**config.mk**
```make
export PLATFORM = sky130hd
export DESIGN_NAME = ps2_key_multi
export DESIGN_NICKNAME = d
export VERILOG_FILES = /design/src/rtl/ps2_key_multi.sv
export SDC_FILE = /design/constraint.sdc
export NUM_CORES = 1
export LEC_CHECK = 0
export CAP_MARGIN = 20
export CORE_ASPECT_RATIO = 0.7
export CORE_UTILIZATION = 50
export CTS_CLUSTER_SIZE = 20
export DETAILED_ROUTE_END_ITERATION = 10
export GPL_TIMING_DRIVEN = 0
export PLACE_DENSITY = 0.8
export SETUP_SLACK_MARGIN = 0.2
export SLEW_MARGIN = 40
export SYNTH_ARGS = -nofsm -noshare
export SYNTH_HDL_FRONTEND = slang
export SYNTH_SLANG_ARGS = --single-unit
export TNS_END_PERCENT = 50
```
**constraint.sdc**
```tcl
create_clock -name i_clk -period 2.44 [get_ports i_clk]
set_clock_uncertainty 0.05 [all_clocks]
set_input_delay 0.488 -clock i_clk [delete_from_list [all_inputs] [get_ports i_clk]]
set_output_delay 0.488 -clock i_clk [all_outputs]
set_load 0.05 [all_outputs]
```
**src/rtl/ps2_key_multi.sv**
```systemverilog
// PS/2 keyboard receiver with E0/F0 prefix decoding and per-player held-key
// direction tracking for up to four players.
`timescale 1ns/1ps
module ps2_key_multi #(
  parameter int NUM_PLAYERS    = 2,
  parameter int SYNC_STAGES    = 2,
  parameter int TIMEOUT_CYCLES = 50000,
  parameter int HOLD_MODE      = 1
) (
  input  logic                     i_clk,
  input  logic                     i_rst,
  input  logic                     i_key_clk,
  input  logic                     i_key_data,
  output logic [4*NUM_PLAYERS-1:0] o_dir,
  output logic                     o_evt_valid,
  output logic [7:0]               o_evt_code,
  output logic                     o_evt_ext,
  output logic                     o_evt_break,
  output logic                     o_frame_err,
  output logic [7:0]               o_err_cnt
);
  localparam int TW = $clog2(TIMEOUT_CYCLES + 1);

  typedef enum logic [1:0] {IDLE, DATA, PARITY, STOP} state_t;

  state_t state_q, state_d;
  logic [SYNC_STAGES-1:0] kclk_sync_q, kdat_sync_q;
  logic kclk_prev_q;
  logic [2:0] bit_idx_q, bit_idx_d;
  logic [7:0] shift_q, shift_d;
  logic parity_q, parity_d;
  logic [TW-1:0] tmo_q, tmo_d;
  logic ext_q, ext_d, brk_q, brk_d;
  logic evt_valid_q, evt_valid_d, evt_ext_q, evt_ext_d, evt_brk_q, evt_brk_d;
  logic [7:0] evt_code_q, evt_code_d;
  logic err_q, err_d;
  logic [7:0] err_cnt_q, err_cnt_d;
  logic [NUM_PLAYERS-1:0][3:0] held_q, held_d, act_q, act_d;

  logic fe, din, timeout, frame_done, frame_ok, bad, is_event;
  logic [4:0] km;
  logic [3:0] dbit;

  // Returns {hit, player, dir} with dir 3=up 2=down 1=left 0=right.
  function automatic logic [4:0] keymap(input logic ext, input logic [7:0] code);
    case ({ext, code})
      9'h01D: return {1'b1, 2'd0, 2'd3};
      9'h01B: return {1'b1, 2'd0, 2'd2};
      9'h01C: return {1'b1, 2'd0, 2'd1};
      9'h023: return {1'b1, 2'd0, 2'd0};
      9'h043: return {1'b1, 2'd1, 2'd3};
      9'h042: return {1'b1, 2'd1, 2'd2};
      9'h03B: return {1'b1, 2'd1, 2'd1};
      9'h04B: return {1'b1, 2'd1, 2'd0};
      9'h175: return {1'b1, 2'd2, 2'd3};
      9'h172: return {1'b1, 2'd2, 2'd2};
      9'h16B: return {1'b1, 2'd2, 2'd1};
      9'h174: return {1'b1, 2'd2, 2'd0};
      9'h075: return {1'b1, 2'd3, 2'd3};
      9'h073: return {1'b1, 2'd3, 2'd2};
      9'h06B: return {1'b1, 2'd3, 2'd1};
      9'h074: return {1'b1, 2'd3, 2'd0};
      default: return 5'd0;
    endcase
  endfunction

  function automatic logic [3:0] prio(input logic [3:0] held);
    casez (held)
      4'b1???: return 4'b1000;
      4'b01??: return 4'b0100;
      4'b001?: return 4'b0010;
      4'b0001: return 4'b0001;
      default: return 4'b0000;
    endcase
  endfunction

  assign fe  = kclk_prev_q & ~kclk_sync_q[SYNC_STAGES-1];
  assign din = kdat_sync_q[SYNC_STAGES-1];
  assign timeout = (state_q != IDLE) && !fe && (tmo_q == TW'(TIMEOUT_CYCLES - 1));

  always_ff @(posedge i_clk) begin
    if (i_rst) state_q <= IDLE;
    else       state_q <= state_d;
  end

  always_comb begin
    state_d = state_q;
    case (state_q)
      IDLE:   if (fe && !din) state_d = DATA;
      DATA:   if (fe && bit_idx_q == 3'd7) state_d = PARITY;
      PARITY: if (fe) state_d = STOP;
      STOP:   if (fe) state_d = IDLE;
      default: state_d = IDLE;
    endcase
    if (timeout) state_d = IDLE;
  end

  always_comb begin
    bit_idx_d   = bit_idx_q;
    shift_d     = shift_q;
    parity_d    = parity_q;
    tmo_d       = (state_d == IDLE || fe) ? '0 : tmo_q + 1'b1;
    ext_d       = ext_q;
    brk_d       = brk_q;
    evt_valid_d = 1'b0;
    evt_code_d  = evt_code_q;
    evt_ext_d   = evt_ext_q;
    evt_brk_d   = evt_brk_q;
    held_d      = held_q;
    act_d       = act_q;
    frame_done  = fe && (state_q == STOP);
    frame_ok    = din && (^{shift_q, parity_q});
    bad         = (frame_done && !frame_ok) || timeout;
    is_event    = frame_done && frame_ok && shift_q != 8'hE0 && shift_q != 8'hF0
                  && shift_q != 8'hE1;
    km          = keymap(ext_q, shift_q);
    dbit        = 4'b0001 << km[1:0];
    err_d       = bad;
    err_cnt_d   = (bad && err_cnt_q != 8'hFF) ? err_cnt_q + 8'd1 : err_cnt_q;

    if (fe && state_q == IDLE) bit_idx_d = 3'd0;
    if (fe && state_q == DATA) begin
      shift_d   = {din, shift_q[7:1]};
      bit_idx_d = bit_idx_q + 3'd1;
    end
    if (fe && state_q == PARITY) parity_d = din;

    if (bad) begin
      ext_d = 1'b0;
      brk_d = 1'b0;
    end else if (frame_done && frame_ok) begin
      case (shift_q)
        8'hE0: ext_d = 1'b1;
        8'hF0: brk_d = 1'b1;
        default: begin
          ext_d = 1'b0;
          brk_d = 1'b0;
        end
      endcase
    end

    if (is_event) begin
      evt_valid_d = 1'b1;
      evt_code_d  = shift_q;
      evt_ext_d   = ext_q;
      evt_brk_d   = brk_q;
      for (int p = 0; p < NUM_PLAYERS; p++) begin
        if (km[4] && km[3:2] == 2'(p)) begin
          if (!brk_q) begin
            // A make of an already-held key is typematic repeat and is ignored.
            if ((held_q[p] & dbit) == 4'b0000) begin
              held_d[p] = held_q[p] | dbit;
              act_d[p]  = dbit;
            end
          end else begin
            held_d[p] = held_q[p] & ~dbit;
            if (HOLD_MODE != 0 && act_q[p] == dbit) act_d[p] = prio(held_q[p] & ~dbit);
          end
        end
      end
    end
  end

  always_ff @(posedge i_clk) begin
    if (i_rst) begin
      kclk_sync_q <= '1;
      kdat_sync_q <= '1;
      kclk_prev_q <= 1'b1;
      bit_idx_q   <= '0;
      shift_q     <= '0;
      parity_q    <= 1'b0;
      tmo_q       <= '0;
      ext_q       <= 1'b0;
      brk_q       <= 1'b0;
      evt_valid_q <= 1'b0;
      evt_code_q  <= '0;
      evt_ext_q   <= 1'b0;
      evt_brk_q   <= 1'b0;
      err_q       <= 1'b0;
      err_cnt_q   <= '0;
      held_q      <= '0;
      act_q       <= '0;
    end else begin
      kclk_sync_q <= {kclk_sync_q[SYNC_STAGES-2:0], i_key_clk};
      kdat_sync_q <= {kdat_sync_q[SYNC_STAGES-2:0], i_key_data};
      kclk_prev_q <= kclk_sync_q[SYNC_STAGES-1];
      bit_idx_q   <= bit_idx_d;
      shift_q     <= shift_d;
      parity_q    <= parity_d;
      tmo_q       <= tmo_d;
      ext_q       <= ext_d;
      brk_q       <= brk_d;
      evt_valid_q <= evt_valid_d;
      evt_code_q  <= evt_code_d;
      evt_ext_q   <= evt_ext_d;
      evt_brk_q   <= evt_brk_d;
      err_q       <= err_d;
      err_cnt_q   <= err_cnt_d;
      held_q      <= held_d;
      act_q       <= act_d;
    end
  end

  assign o_dir       = act_q;
  assign o_evt_valid = evt_valid_q;
  assign o_evt_code  = evt_code_q;
  assign o_evt_ext   = evt_ext_q;
  assign o_evt_break = evt_brk_q;
  assign o_frame_err = err_q;
  assign o_err_cnt   = err_cnt_q;
endmodule
```
==> flow_metrics.env <==
export IMPL_cts_sinks=73
export IMPL_layout_min_cycle_time_ns=2.82
export IMPL_final_antenna_net_count=0
export IMPL_crit_chain="or4b_4 > or4_4 > buf_4 > nand3_2 > nand2_1 > a21o_1 > and3_4 > buf_4 > a211oi_2"
export IMPL_clock_latency_ns=0.36
export IMPL_critPathKind="reg -> reg"
export IMPL_netSwitchingFraction=0.232
export IMPL_post_synth_top_area_cell="dfxtp_1"
export IMPL_synthTopCellsByArea="dfxtp_1 39%, nand2_1 5.4%, nor2_1 4.9%, a21oi_1 4.6%, xor2_1 4.4%"
export IMPL_wl_per_cell_um=17.5
export IMPL_ys_ff_latch=73
export IMPL_rsz0062_at_grt="true"
export IMPL_hold_path_class="reg -> reg"
export IMPL_grt_start_max_net_pins=15
export IMPL_htree_levels=3
export IMPL_initial_core_util=0.518
export IMPL_synthFlopType="dfxtp_1"
export IMPL_critPathRequiredTime_ns=2.66
export IMPL_power_mw=2.33
export IMPL_synthCells=458
export IMPL_async_flop_share=0
export IMPL_slew_headroom=0.571
export IMPL_slew_viol_final=0
export IMPL_layout_nets=535
export IMPL_die_area_mm2=0.00794
export IMPL_slowest_delay_ns=0.57
export IMPL_tightest_slew_ns=0.643
export IMPL_switchingPower_mw=0.542
export IMPL_cp_common_cell="buf_4"
export IMPL_hold_buffers=0
export IMPL_vias=3860
export IMPL_viasPerCell=6.13
export IMPL_cp_end_kind="register"
export IMPL_critPathLaunch="shift_q[6]"
export IMPL_yosys_warnings=0
export IMPL_drt_total_wl_um=11000
export IMPL_r2r_end="o_dir[0]"
export IMPL_violations="negative setup slack"
export IMPL_overflow=0
export IMPL_synth_cell_area_mm2=0.00379
export IMPL_powerDensity_mw_per_mm2=459
export IMPL_drive_gt1_frac=0.242
export IMPL_area_growth_pct=34.0
export IMPL_portBuffers=31
export IMPL_row_count=26
export IMPL_holdWs_ns=0.364
export IMPL_drtPass1Iterations=5
export IMPL_grt_pass1_wl_um=17000
export IMPL_fp_dieH_um=74.9
export IMPL_p_comb_frac=0.017
export IMPL_peakVddDrop_uv=318
export IMPL_reg2reg_slack_ns=-0.38
export IMPL_p_leak_nw=1.82
export IMPL_grtUsageTotal=0.276
export IMPL_whs_endpoint="kdat_sync_q[1]"
export IMPL_num_antenna_cells=0
export IMPL_critPathMaxFanout=6
export IMPL_antenna_found_initial=0
export IMPL_clock_path_buffers=2
export IMPL_cap_violations=0
export IMPL_cp_slowest_cell="or4_4"
export IMPL_syn_nets=466
export IMPL_worstHoldPathCells=1
export IMPL_synth_edf_count=0
export IMPL_hold_viol_final=0
export IMPL_power_frac_clock=0.471
export IMPL_grt_pass1_vias=3564
export IMPL_internal_power_mw=1.79
export IMPL_synth_cell_type_count=64
export IMPL_status="finished with violations"
export IMPL_hold_start="kdat_sync_q[0]"
export IMPL_synth_top_cell_area_share=0.385
export IMPL_fmax_ghz=0.354
export IMPL_gp_congestion=0.910
export IMPL_seqPwrFrac=0.513
export IMPL_ff2ff_path_depth=9
export IMPL_fin_tns_setup_ns=-3.33
export IMPL_fin_ws_ns=-0.382
export IMPL_cts_tree="done"
export IMPL_cts_made_buffers=9
export IMPL_dp_hpwl_um=6630
export IMPL_root_buffer="clkbuf_8"
export IMPL_drt_iter0_drc=241
export IMPL_period_share=1.16
export IMPL_worstPathArrival_ns=3.04
export IMPL_startpoint_type="register"
export IMPL_core_mm2=0.00732
export IMPL_seq_area_frac_synth=0.385
export IMPL_die_width_um=106
export IMPL_drc_errors=0
export IMPL_setup_viol=16
export IMPL_clk_pin_slew_ns=0.09
export IMPL_io_pins=32
export IMPL_syn_area_per_cell_um2=8.28
export IMPL_timing_rr_start="shift_q[6]"
==> stage by stage <==
| step | instance area [um^2] | instances | utilization | setup slack [ns] |
|---|---|---|---|---|
| after floorplan | 3820 | 458 | - | -0.158 |
| after global placement | 4250 | 587 | 0.581 | -0.305 |
| after detailed placement | 4250 | 587 | 0.581 | -0.336 |
| after CTS | 4850 | 622 | 0.663 | -0.223 |
| after global routing | 5080 | 630 | 0.695 | -0.422 |
| final | 5080 | 630 | 0.695 | -0.382 |
==> worst max-delay path by stage <==
stage,depth (start not counted),to
6_report,9,o_dir[0]
5_1_grt,9,o_dir[0]
4_1_cts,8,o_dir[1]
3_5_place_dp,9,tmo_q[5]
3_3_place_gp,8,o_dir[7]
2_1_floorplan,8,o_dir[1]
==> logic make-up (layout without fill, tap and decap cells) <==
logic type	count (synthesis)	in the layout	share of synthesized area
AO/OA/AOI/OAI	97	97	0.171
XOR/XNOR	28	28	0.0683
adder cells (fa/ha/maj)	4	4	0.0132
buffers and inverters	35	108	0.0376
flip-flops	73	73	0.385
multiplexers	16	16	0.0439
AND/OR/NAND/NOR	205	206	0.280
==> synth_stat cells (2+ instances only) <==
master     count
o211ai_1       4
mux2i_1       14
inv_1         10
nor4_1         5
o41ai_1        2
or2_2          7
nor3_1        14
o2111ai_1      4
nor2_1        50
a211oi_1       4
o221ai_1       2
o21ai_1        2
and3_1         7
a21oi_1       35
o21ai_0       15
nor4b_1        2
nand2_1       55
dfxtp_1       73
nand2b_1       6
nand3_1       17
and4b_1        2
nand4_1        7
ha_1           4
xnor2_1        8
or4_1          2
buf_2          3
a31oi_1        7
or4bb_1        4
clkbuf_1      21
nor2b_1       11
and4_1         2
xor2_1        19
a311oi_1       3
and2_1         5
o21a_1         3
==> metal layers <==
layer,track usage,part of all wire
met3,0.0623,0.088
met4,0.133,0.031
met5,0,0
met1,0.348,0.42
met2,0.459,0.46
==> critical path, delay by kind of cell, from the launching register on <==
| family | cells | cell delay, ns |
|---|---|---|
| and+or+nand+nor | 5 | 1.51 |
| AOI/OAI and AO/OA | 2 | 0.45 |
| DFF | 1 | 0.40 |
| buffers and inverters | 2 | 0.30 |
==> power by group through the flow <==
| stage | Combinational, mW | Sequential (mW) | Clock [mW] |
|---|---|---|---|
| 2_1_floorplan | 0.0198 | 1.22 | 0 |
| 3_3_place_gp | 0.0344 | 1.22 | 0 |
| 3_5_place_dp | 0.0352 | 1.22 | 0 |
| 4_1_cts | 0.0371 | 1.20 | 1.11 |
| 5_1_grt | 0.0418 | 1.20 | 1.16 |
| 6_report | 0.0387 | 1.20 | 1.10 |
==> cells in the final DEF (no fill, tap or decap), types with 5 or more instances in the layout <==
master,n
xor2_1,17
a21oi_1,32
clkdlybuf4s50_1,30
clkbuf_8,10
nor2_1,49
or2_2,6
nor2b_1,10
inv_1,10
clkbuf_2,6
nand3_1,15
nor3_1,10
a31oi_1,7
o21ai_0,13
and3_1,6
nand2b_1,5
buf_6,7
nand4_1,7
clkbuf_1,8
and2_1,5
xnor2_1,5
buf_4,22
mux2i_1,11
dfxtp_1,68
nand2_1,52
==> final cells by class <==
| class | count | area, um^2 |
|---|---|---|
| inverters | 10 | 37.5 |
| well taps | 98 | 123 |
| fillers | 549 | 2240 |
| repair buffers | 57 | 531 |
| multi-input cells | 351 | 2530 |
| plain buffers | 25 | 165 |
| flip-flops and latches | 73 | 1470 |
| clock buffers | 9 | 124 |
| clock inverters | 7 | 103 |
==> timing repair <==
item | CTS | global route
setup buffers | 18 | 8
resized for setup | 58 | 43
pin swaps | 30 | 23
cloned | 1 | 0
endpoints found under the setup margin | 53 | 55
(Power assumes the default switching activity.)
